## src/rtl/fifo_pkg.sv

```systemverilog
// Types and defaults shared by the async FIFO read-side logic.
package fifo_pkg;

    localparam int unsigned FIFO_DSIZE = 5;

    typedef enum logic [1:0] {
        EMPTY = 2'b00,
        ONE   = 2'b01,
        TWO   = 2'b10
    } rd_state_t;

endpackage

```

## src/rtl/fifo_rd_port.sv

```systemverilog
// Read-side consumer for the async FIFO: 2-entry skid buffer toward a valid/ready
// sink, with flush and a wrapping count of completed downstream transfers.
module fifo_rd_port
    import fifo_pkg::*;
#(
    parameter int unsigned DSIZE = FIFO_DSIZE,
    parameter int unsigned CNT_W = 16
) (
    input  logic             rclk,
    input  logic             rrst_n,
    input  logic [DSIZE-1:0] rdata,
    input  logic             rempty,
    output logic             rinc,
    output logic [DSIZE-1:0] out_data,
    output logic             out_valid,
    input  logic             out_ready,
    input  logic             flush,
    output logic [CNT_W-1:0] pop_count
);

    rd_state_t        state_q, state_d;
    logic [DSIZE-1:0] head_q, head_d;
    logic [DSIZE-1:0] tail_q, tail_d;
    logic [CNT_W-1:0] cnt_q, cnt_d;
    logic             push;
    logic             pop;

    // Reset gates the pop so FIFO entries survive a read-domain reset.
    assign rinc      = rrst_n & ~rempty & ~flush & (state_q != TWO);
    assign push      = rinc;
    assign out_valid = (state_q != EMPTY);
    assign pop       = out_valid & out_ready;
    assign out_data  = head_q;
    assign pop_count = cnt_q;

    always_comb begin
        state_d = state_q;
        head_d  = head_q;
        tail_d  = tail_q;
        cnt_d   = pop ? cnt_q + CNT_W'(1) : cnt_q;

        if (flush) begin
            state_d = EMPTY;
        end else begin
            case (state_q)
                EMPTY: begin
                    if (push) begin
                        state_d = ONE;
                        head_d  = rdata;
                    end
                end
                ONE: begin
                    if (push && pop) begin
                        head_d = rdata;
                    end else if (push) begin
                        state_d = TWO;
                        tail_d  = rdata;
                    end else if (pop) begin
                        state_d = EMPTY;
                    end
                end
                TWO: begin
                    if (pop) begin
                        state_d = ONE;
                        head_d  = tail_q;
                    end
                end
                default: state_d = EMPTY;
            endcase
        end
    end

    always_ff @(posedge rclk or negedge rrst_n) begin
        if (!rrst_n) begin
            state_q <= EMPTY;
            head_q  <= '0;
            tail_q  <= '0;
            cnt_q   <= '0;
        end else begin
            state_q <= state_d;
            head_q  <= head_d;
            tail_q  <= tail_d;
            cnt_q   <= cnt_d;
        end
    end

endmodule

```

## config.mk

```make
export PLATFORM = sky130hd
export DESIGN_NAME = fifo_rd_port
export DESIGN_NICKNAME = d
export VERILOG_FILES = /design/src/rtl/fifo_pkg.sv /design/src/rtl/fifo_rd_port.sv
export SDC_FILE = /design/constraint.sdc
export NUM_CORES = 1
export LEC_CHECK = 0
export ABC_AREA = 0
export CAP_MARGIN = 20
export CORE_MARGIN = 2
export CORE_UTILIZATION = 45
export DETAILED_ROUTE_END_ITERATION = 10
export GPL_TIMING_DRIVEN = 0
export PLACE_DENSITY = 0.82
export SYNTH_ARGS = -nofsm -noshare
export SYNTH_HDL_FRONTEND = slang
export SYNTH_SLANG_ARGS = --single-unit
```

## constraint.sdc

```tcl
create_clock -name rclk -period 1.7 [get_ports rclk]
set_input_delay 0.34 -clock rclk [delete_from_list [all_inputs] [get_ports rclk]]
set_output_delay 0.34 -clock rclk [all_outputs]
set_load 0.005 [all_outputs]
```

# After elaboration in Yosys (flattened, before gate mapping)
# Cells that the tools add are included.
[classes]
n_addsub = 1
eq_ne = 10
mux = 11
n_bitwise = 7
reduce_logical = 7
[ops]
columns = ["operator", "count"]
rows = [
  ["16-bit by 1-bit adder with 16-bit output (second input constant)", 1],
  ["5-bit 2-to-1 mux", 3],
  ["5-bit one-hot mux with 3 select lines", 1],
  ["2-bit 2-to-1 mux", 6],
  ["3-bit inequality test (second input constant)", 3],
  ["2-bit inequality test (second input constant)", 4],
  ["4-bit AND reduction", 2],
  ["2-bit one-hot mux with 3 select lines", 1],
  ["5-bit AND reduction", 1],
  ["1-bit bitwise AND", 4],
  ["4-bit inequality test (second input constant)", 1],
  ["1-bit NOT", 3],
  ["3-bit nonzero test", 1],
  ["2-bit by 1-bit equality test with 1-bit output (second input constant)", 1],
  ["2-bit equality test (second input constant)", 1],
  ["2-bit logical NOT", 1],
  ["2-bit nonzero test", 1],
  ["1-bit logical AND", 1],
]
[totals]
regBits = 28
in_bits = 10
out_inout_bits = 23
wordCells = 40

# Longest topological paths before layout
# Gate-level depths: netlist of the first run.
[logic_depth]
depth_word = 8
depth_mapped = 5
depth_no_buf = 5

# Least setup slack after synthesis of the first run
# OpenSTA, ideal clock, no wires.
[synth_path]
kind = "input port to flip-flop"
from = "input rempty"
to = "register tail_q[0]"
setup_ns = 0.125
arrival_time_ns = 1.389
required_time_ns = 1.575
path_slack_ns = 0.185
stages = 4
path_buffers = 1
path_cell_list = "nand2b_4 > or4_1 > buf_4 > mux2_4"
[synth_via]
elab_chain_len = 7
[synth_lines]
columns = ["element", "line", "text"]
rows = [
  ["from (decl)", "fifo_rd_port.sv:12", "input logic rempty,"],
  ["1-bit NOT (*)", "fifo_rd_port.sv:29", "assign rinc = rrst_n & ~rempty & ~flush & (state_q != TWO);"],
  ["1-bit bitwise AND (*) (3 in series)", "fifo_rd_port.sv:29", ""],
  ["1-bit logical AND", "fifo_rd_port.sv:53", "if (push && pop) begin"],
  ["1-bit NOT (no source line)", "n/a", ""],
  ["4-bit AND reduction (no source line) (*)", "n/a", ""],
  ["to (signal assigned)", "fifo_rd_port.sv:82", "tail_q <= tail_d;"],
  ["to (decl)", "fifo_rd_port.sv:23", "logic [DSIZE-1:0] tail_q, tail_d;"],
]
# Every way passes the cells marked *; elsewhere a longest branch is shown, timed or not.
# A chain may end at the register's enable or synchronous reset.

# Worst setup path after layout of the first run
[layout_path]
from = "input flush"
to = "register tail_q[1]"
[layout_via]
elab_chain_len = 6
[layout_lines]
columns = ["element", "line", "text"]
rows = [
  ["from (decl)", "fifo_rd_port.sv:17", "input logic flush,"],
  ["1-bit NOT (no source line) (*)", "n/a", ""],
  ["1-bit bitwise AND (2 in series)", "fifo_rd_port.sv:29", ""],
  ["1-bit logical AND", "fifo_rd_port.sv:53", ""],
  ["1-bit NOT (no source line)", "n/a", ""],
  ["4-bit AND reduction (no source line) (*)", "n/a", ""],
]
# Marks and branches as above.

==> results of run 1 <==
-- sequential cells by signal, summed over array words and instances, names as in the netlist --
name / cells
out_data: 5
pop_count: 16
state_q: 2
tail_q: 5
-- synth_stat cells (2+ instances only) --
cell     instances
nor3_1           2
xnor2_1         12
mux2_4           5
inv_1            3
nor2_1           6
nor4_1           2
nand4_1          4
mux2_2          11
nand2_1          7
nand3_1          4
dfrtp_1         28
xor2_1           3
-- kinds of logic (layout without fill, tap and decap cells) --
family / count (synthesis) / in the layout
flops: 28 / 28
simple gates: 31 / 31
buf+inv: 4 / 47
fa+ha+maj: 1 / 1
mux: 17 / 17
compound gates: 6 / 6
xor+xnor: 15 / 15
-- power by group --
| group | internal [mW] | switching, mW | leakage [nW] |
|---|---|---|---|
| registers | 0.769 | 0.0806 | 0.355 |
| clock network | 0.238 | 0.192 | 0.0279 |
| logic | 0.286 | 0.140 | 0.402 |
| total | 1.29 | 0.413 | 0.785 |
-- layer usage --
metal  global-route usage  share of wire
met1                0.195           0.41
met3               0.0544          0.075
met2                0.310           0.51
met5                    0              0
met4               0.0266         0.0055
-- what timing repair did --
item | CTS | global route
setup endpoints to repair | 13 | 10
pin swaps | 0 | 1
hold endpoints to repair | 10 | 0
hold buffers | 2 | 0
resized for setup | 17 | 5
buffers inserted | 2 | 2
-- worst paths after layout --
check                               from            end  slack [ns]  cells past startpoint
max                                flush      tail_q[1]        0.04                      4
min                            out_ready     state_q[1]        0.34                      2
max reg2reg                   state_q[1]      tail_q[1]        0.05                      4
min reg2reg                pop_count[15]  pop_count[15]        0.49                      1
max in group asynchronous         rrst_n     state_q[1]        0.36                      3
min in group asynchronous         rrst_n   pop_count[3]        0.53                      2
-- through the flow --
step	hold slack (ns)	cell area (sq um)
after floorplan	0.0444	1280
after global placement	0.464	1640
after detailed placement	0.470	1670
after CTS	0.496	1760
after global routing	0.335	1780
final	0.335	1780
-- cell type report --
| class | instances | share of cell area |
|---|---|---|
| sequential | 28 | 0.398 |
| multi-input combinational | 70 | 0.324 |
| timing repair buffer | 39 | 0.217 |
| tap | 31 | 0.0218 |
| clock inverter | 1 | 0.0169 |
| clock buffer | 3 | 0.0127 |
| inverter | 3 | 0.00633 |
| buffer | 1 | 0.00422 |
-- worst max-delay path: cells and delay by family --
kind / cells / cell delay [ns]
muxes: 1 / 0.30
buffers and inverters: 2 / 0.69
and+or+nand+nor: 1 / 0.55
==> impl_results.md, run 1 <==
* Pin count of the biggest net entering global routing at 19
* Iteration-0 DRC Markers at 22
* Final Hold Fails at 0
* Clk sinks at 28
* Startpoint Class: input port
* Post-Synthesis Cells at 102
* Synth area leader: dfrtp_1
* Worst skew pair latency at 0.33 ns
* Die area at 3290 sq um
* Final Critical Period at 1.66 ns
* Crit. End Element: flip-flop
* Root buf cell: clkbuf_4
* Congestion Overflow GR at 0
* Compound-Gate Fraction of Synth Area at 0.0341
* Final wirelength at 2530 um
* Antenna violations before repair at 0
* GP Congestion at 0.678
* Synth Register Bits at 28
* Syn nets at 113
* Synth async-reset ratio at 1.00
* Drt pass-1 iters at 4
* Final setup TNS at 0 ns
* Main synth FF type: dfrtp_1
* CTS tree: yes
* Most frequent cells in the layout: 28 x clkdlybuf4s50_1, 23 x dfrtp_1, 12 x xnor2_1, 11 x mux2_2, 7 x nand2_1
* Number of flops mapped to enable cells by yosys at 0
* Worst Tran Pin Value at 0.804 ns
* Worst Skew at 0.0125 ns
* Avg Inst Size Synth at 12.6 sq um
* Status: finished, final reports clean
* Post-DRT Antenna Nets at 0
* Ports at 33
* Chip width at 57.4 um
* Vias in the first global route at 1011
* Max Freq at 603 MHz
* Pins Over Slew Limit at 0
* Clock Pin Slew Worst Setup and Hold Paths at 0.14 ns
* Final #Nets at 157
* CTS max path bufs at 2
* Average wire per standard cell at 14.4 um
* ANT cells at 0
* Maxcap violations at 0
* Adder-Cell Fraction of Synth Area at 0.00976
* Yosys top cell area share at 0.546
* H-tree Lvls at 1
* Required @ worst endpoint at 1.92 ns
* Layout cell share with drive strength beyond 1 at 0.276
* # placed instances at 166
* Worst path arrival time at 1.88 ns
* Crit Path Category: input port to flip-flop
* Seq/Total Area, Yosys at 0.546
* Unrepaired setup endpoints after global routing: no
* Multi-input gate area at 576 sq um
* Largest family of logic cells by synthesized area: multiplexers
* Area Overhead vs Synth at 38.6%
* Mapped cell area at 1280 sq um
* Leak pwr at 0.785 nW
* Global-route wire length before repair at 4380 um
* Vias post-DR at 922
* Post-Synth Simple-Gate Area at 0.130
* Hold Path Class: input port to flip-flop
* Core area at 2730 sq um
* Critical path, cell by cell: clkdlybuf4s50_1 -> or4_1 -> buf_4 -> mux2_4
* Initial Util at 0.469
* Yosys warnings at 0
* Commonest non-fill, non-tap cell in the layout: clkdlybuf4s50_1
* Worst Path Max Fanout at 6
* Final Util at 0.650
* Total global routing track utilization at 0.169
* Hpwl dp at 1840 um
* PortBufs at 32
* Crit path max-delay cell type: or4_1
* XOR/XNOR share of the synthesized area at 0.102
* Total power at 1.71 mW
* Pre-CTS WS at -0.922 ns
* Worst setup margin at 0.0418 ns
* Post-synthesis mux area share at 0.163
* Fillers at 217
* Fin crit share at 0.975
* DRC violations left at 0
* Max stage delay on crit path at 0.55 ns
* Final Non-Filler Cells at 176
* CTS Buf Count at 3
* Post-synthesis cell type count at 27
* Ranking of synthesized cells by area: dfrtp_1 55%, mux2_2 9.7%, xnor2_1 8.2%
* Register area at 707 sq um
* Die Ht at 57.4 um
* Row cnt at 19
* Relative slew slack at 0.462
* Setup violations, final at 0
* Pwr/cell area at 960 nW/um^2
* VDD IR max at 0.00105 V
* Vias per cell at 5.24
Power figures use the tool's default switching activity.
==> inputs of run 2 (changes only) <==
--- a/config.mk
+++ b/config.mk
@@ -15,3 +15,4 @@
 export SYNTH_ARGS = -nofsm -noshare
 export SYNTH_HDL_FRONTEND = slang
 export SYNTH_SLANG_ARGS = --single-unit
+export TNS_END_PERCENT = 30
==> run 2 against run 1 <==
Net effect: first-iteration DRC count up 4.5%; worst setup slack is the same; worst hold slack did not move; critical path type unchanged.
==> impl_results.md, run 2 (synthesis gave the netlist of run 1 again) <==
* Setup violations, final at 0
* Clock Pin Slew Worst Setup and Hold Paths at 0.14 ns
* Met1 Use GR at 0.195
* CTS max path bufs at 2
* Hold Path Class: input port to flip-flop
* Vias per cell at 5.26
* Relative slew slack at 0.462
* Crit. End Element: flip-flop
* Commonest non-fill, non-tap cell in the layout: clkdlybuf4s50_1
* Reg2reg start: state_q[1]
* Leak pwr at 0.805 nW
* Worst setup margin at 0.0418 ns
* Worst skew pair latency at 0.33 ns
* Die Ht at 57.4 um
* GRT Max-Usage Layer: met2
* # placed instances at 166
* Area Overhead vs Synth at 37.9%
* Chip width at 57.4 um
* Worst path arrival time at 1.88 ns
* Final Critical Period at 1.66 ns
* Final #Nets at 155
* H-tree Lvls at 1
* Die area at 3290 sq um
* ANT cells at 0
* Layout cell share with drive strength beyond 1 at 0.266
* Vias post-DR at 916
* CP Launch Point: flush
* Average wire per standard cell at 14.5 um
* Pwr/cell area at 952 nW/um^2
* Row cnt at 19
* Clk sinks at 28
* Final setup TNS at 0 ns
* Hpwl dp at 1840 um
* Crit Path Category: input port to flip-flop
* Worst Path Max Fanout at 6
* GR Util met3 at 0.0544
* Iteration-0 DRC Markers at 23
* Max FFs per register at 16
* Global-route wire length before repair at 4380 um
* Status: finished, final reports clean
* Ports at 33
* Final Hold Fails at 0
* Pin count of the biggest net entering global routing at 19
* Root buf cell: clkbuf_4
* Final wirelength at 2520 um
* Fin crit share at 0.975
* Fillers at 214
* Core area at 2730 sq um
* Initial Util at 0.469
* Worst Skew at 0.0115 ns
* Total global routing track utilization at 0.169
* Drt pass-1 iters at 3
* Unrepaired setup endpoints after global routing: no
* Pre-CTS WS at -0.922 ns
* Grt met2 use at 0.310
* Min-Delay Startpoint: out_ready
* DRC violations left at 0
* Worst Tran Pin Value at 0.804 ns
* Congestion Overflow GR at 0
* Pins Over Slew Limit at 0
* Required @ worst endpoint at 1.92 ns
* Startpoint Class: input port
* CTS tree: yes
* Maxcap violations at 0
* Vias in the first global route at 1011
* Post-DRT Antenna Nets at 0
* VDD IR max at 0.00105 V
* CTS Buf Count at 3
* PortBufs at 32
* Max Freq at 603 MHz
* GP Congestion at 0.678
* Final Non-Filler Cells at 174
* Antenna violations before repair at 0
* Most frequent cells in the layout: 26 x clkdlybuf4s50_1, 23 x dfrtp_1, 12 x xnor2_1, 11 x mux2_2, 7 x nand2_1
-- run 2: metal layers --
metal / part of all wire / vias up
met5: 0 / -
met4: 0.0056 / 0
met3: 0.074 / 2
met2: 0.51 / 30
met1: 0.41 / 447
li1: - / 437
-- run 2: final timing paths --
kind	endpoint	slack, ns	depth (start not counted)
worst max-delay path	tail_q[1]	0.04	4
worst min-delay path	state_q[1]	0.34	2
worst max register to register	tail_q[1]	0.05	4
worst min register to register	pop_count[15]	0.49	1
max in group asynchronous	state_q[1]	0.36	3
min in group asynchronous	pop_count[3]	0.53	2
-- run 2: final cells by class --
| type | count | area, sq um | share of cell area |
|---|---|---|---|
| inverter | 3 | 11.3 | 0.00637 |
| clock inverter | 1 | 30.0 | 0.0170 |
| buffer | 1 | 7.51 | 0.00425 |
| multi-input combinational | 70 | 576 | 0.326 |
| timing repair buffer | 37 | 375 | 0.212 |
| clock buffer | 3 | 22.5 | 0.0127 |
| tap | 31 | 38.8 | 0.0219 |
| sequential | 28 | 707 | 0.400 |
-- run 2: repair_timing --
item                       in CTS  in global routing
pin swaps                       0                  1
hold buffers                    2                  0
gates resized for setup        17                  7
hold endpoints to repair       10                  0
setup endpoints to repair      13                 10
cloned                          0                  0
setup buffers                   2                  0
-- run 2: metrics by stage --
step	hold WS, ns	area, sq um	util	total power [mW]
6_report	0.335	1770	0.647	1.68
5_1_grt	0.335	1770	0.647	1.78
4_1_cts	0.496	1760	0.644	1.71
3_5_place_dp	0.470	1670	0.611	1.27
3_3_place_gp	0.464	1640	0.600	1.24
2_1_floorplan	0.0444	1280	-	1.03
-- run 2: critical path: stages --
cell	delay (ns)
clkdlybuf4s50_1	0.51
or4_1	0.55
buf_4	0.18
mux2_4	0.30
-- run 2: power breakdown --
part           internal, mW  total [mW]  switching, mW
clock                 0.238       0.430          0.191
combinational         0.268       0.394          0.126
sequential            0.769       0.859         0.0901
total                  1.28        1.68          0.407
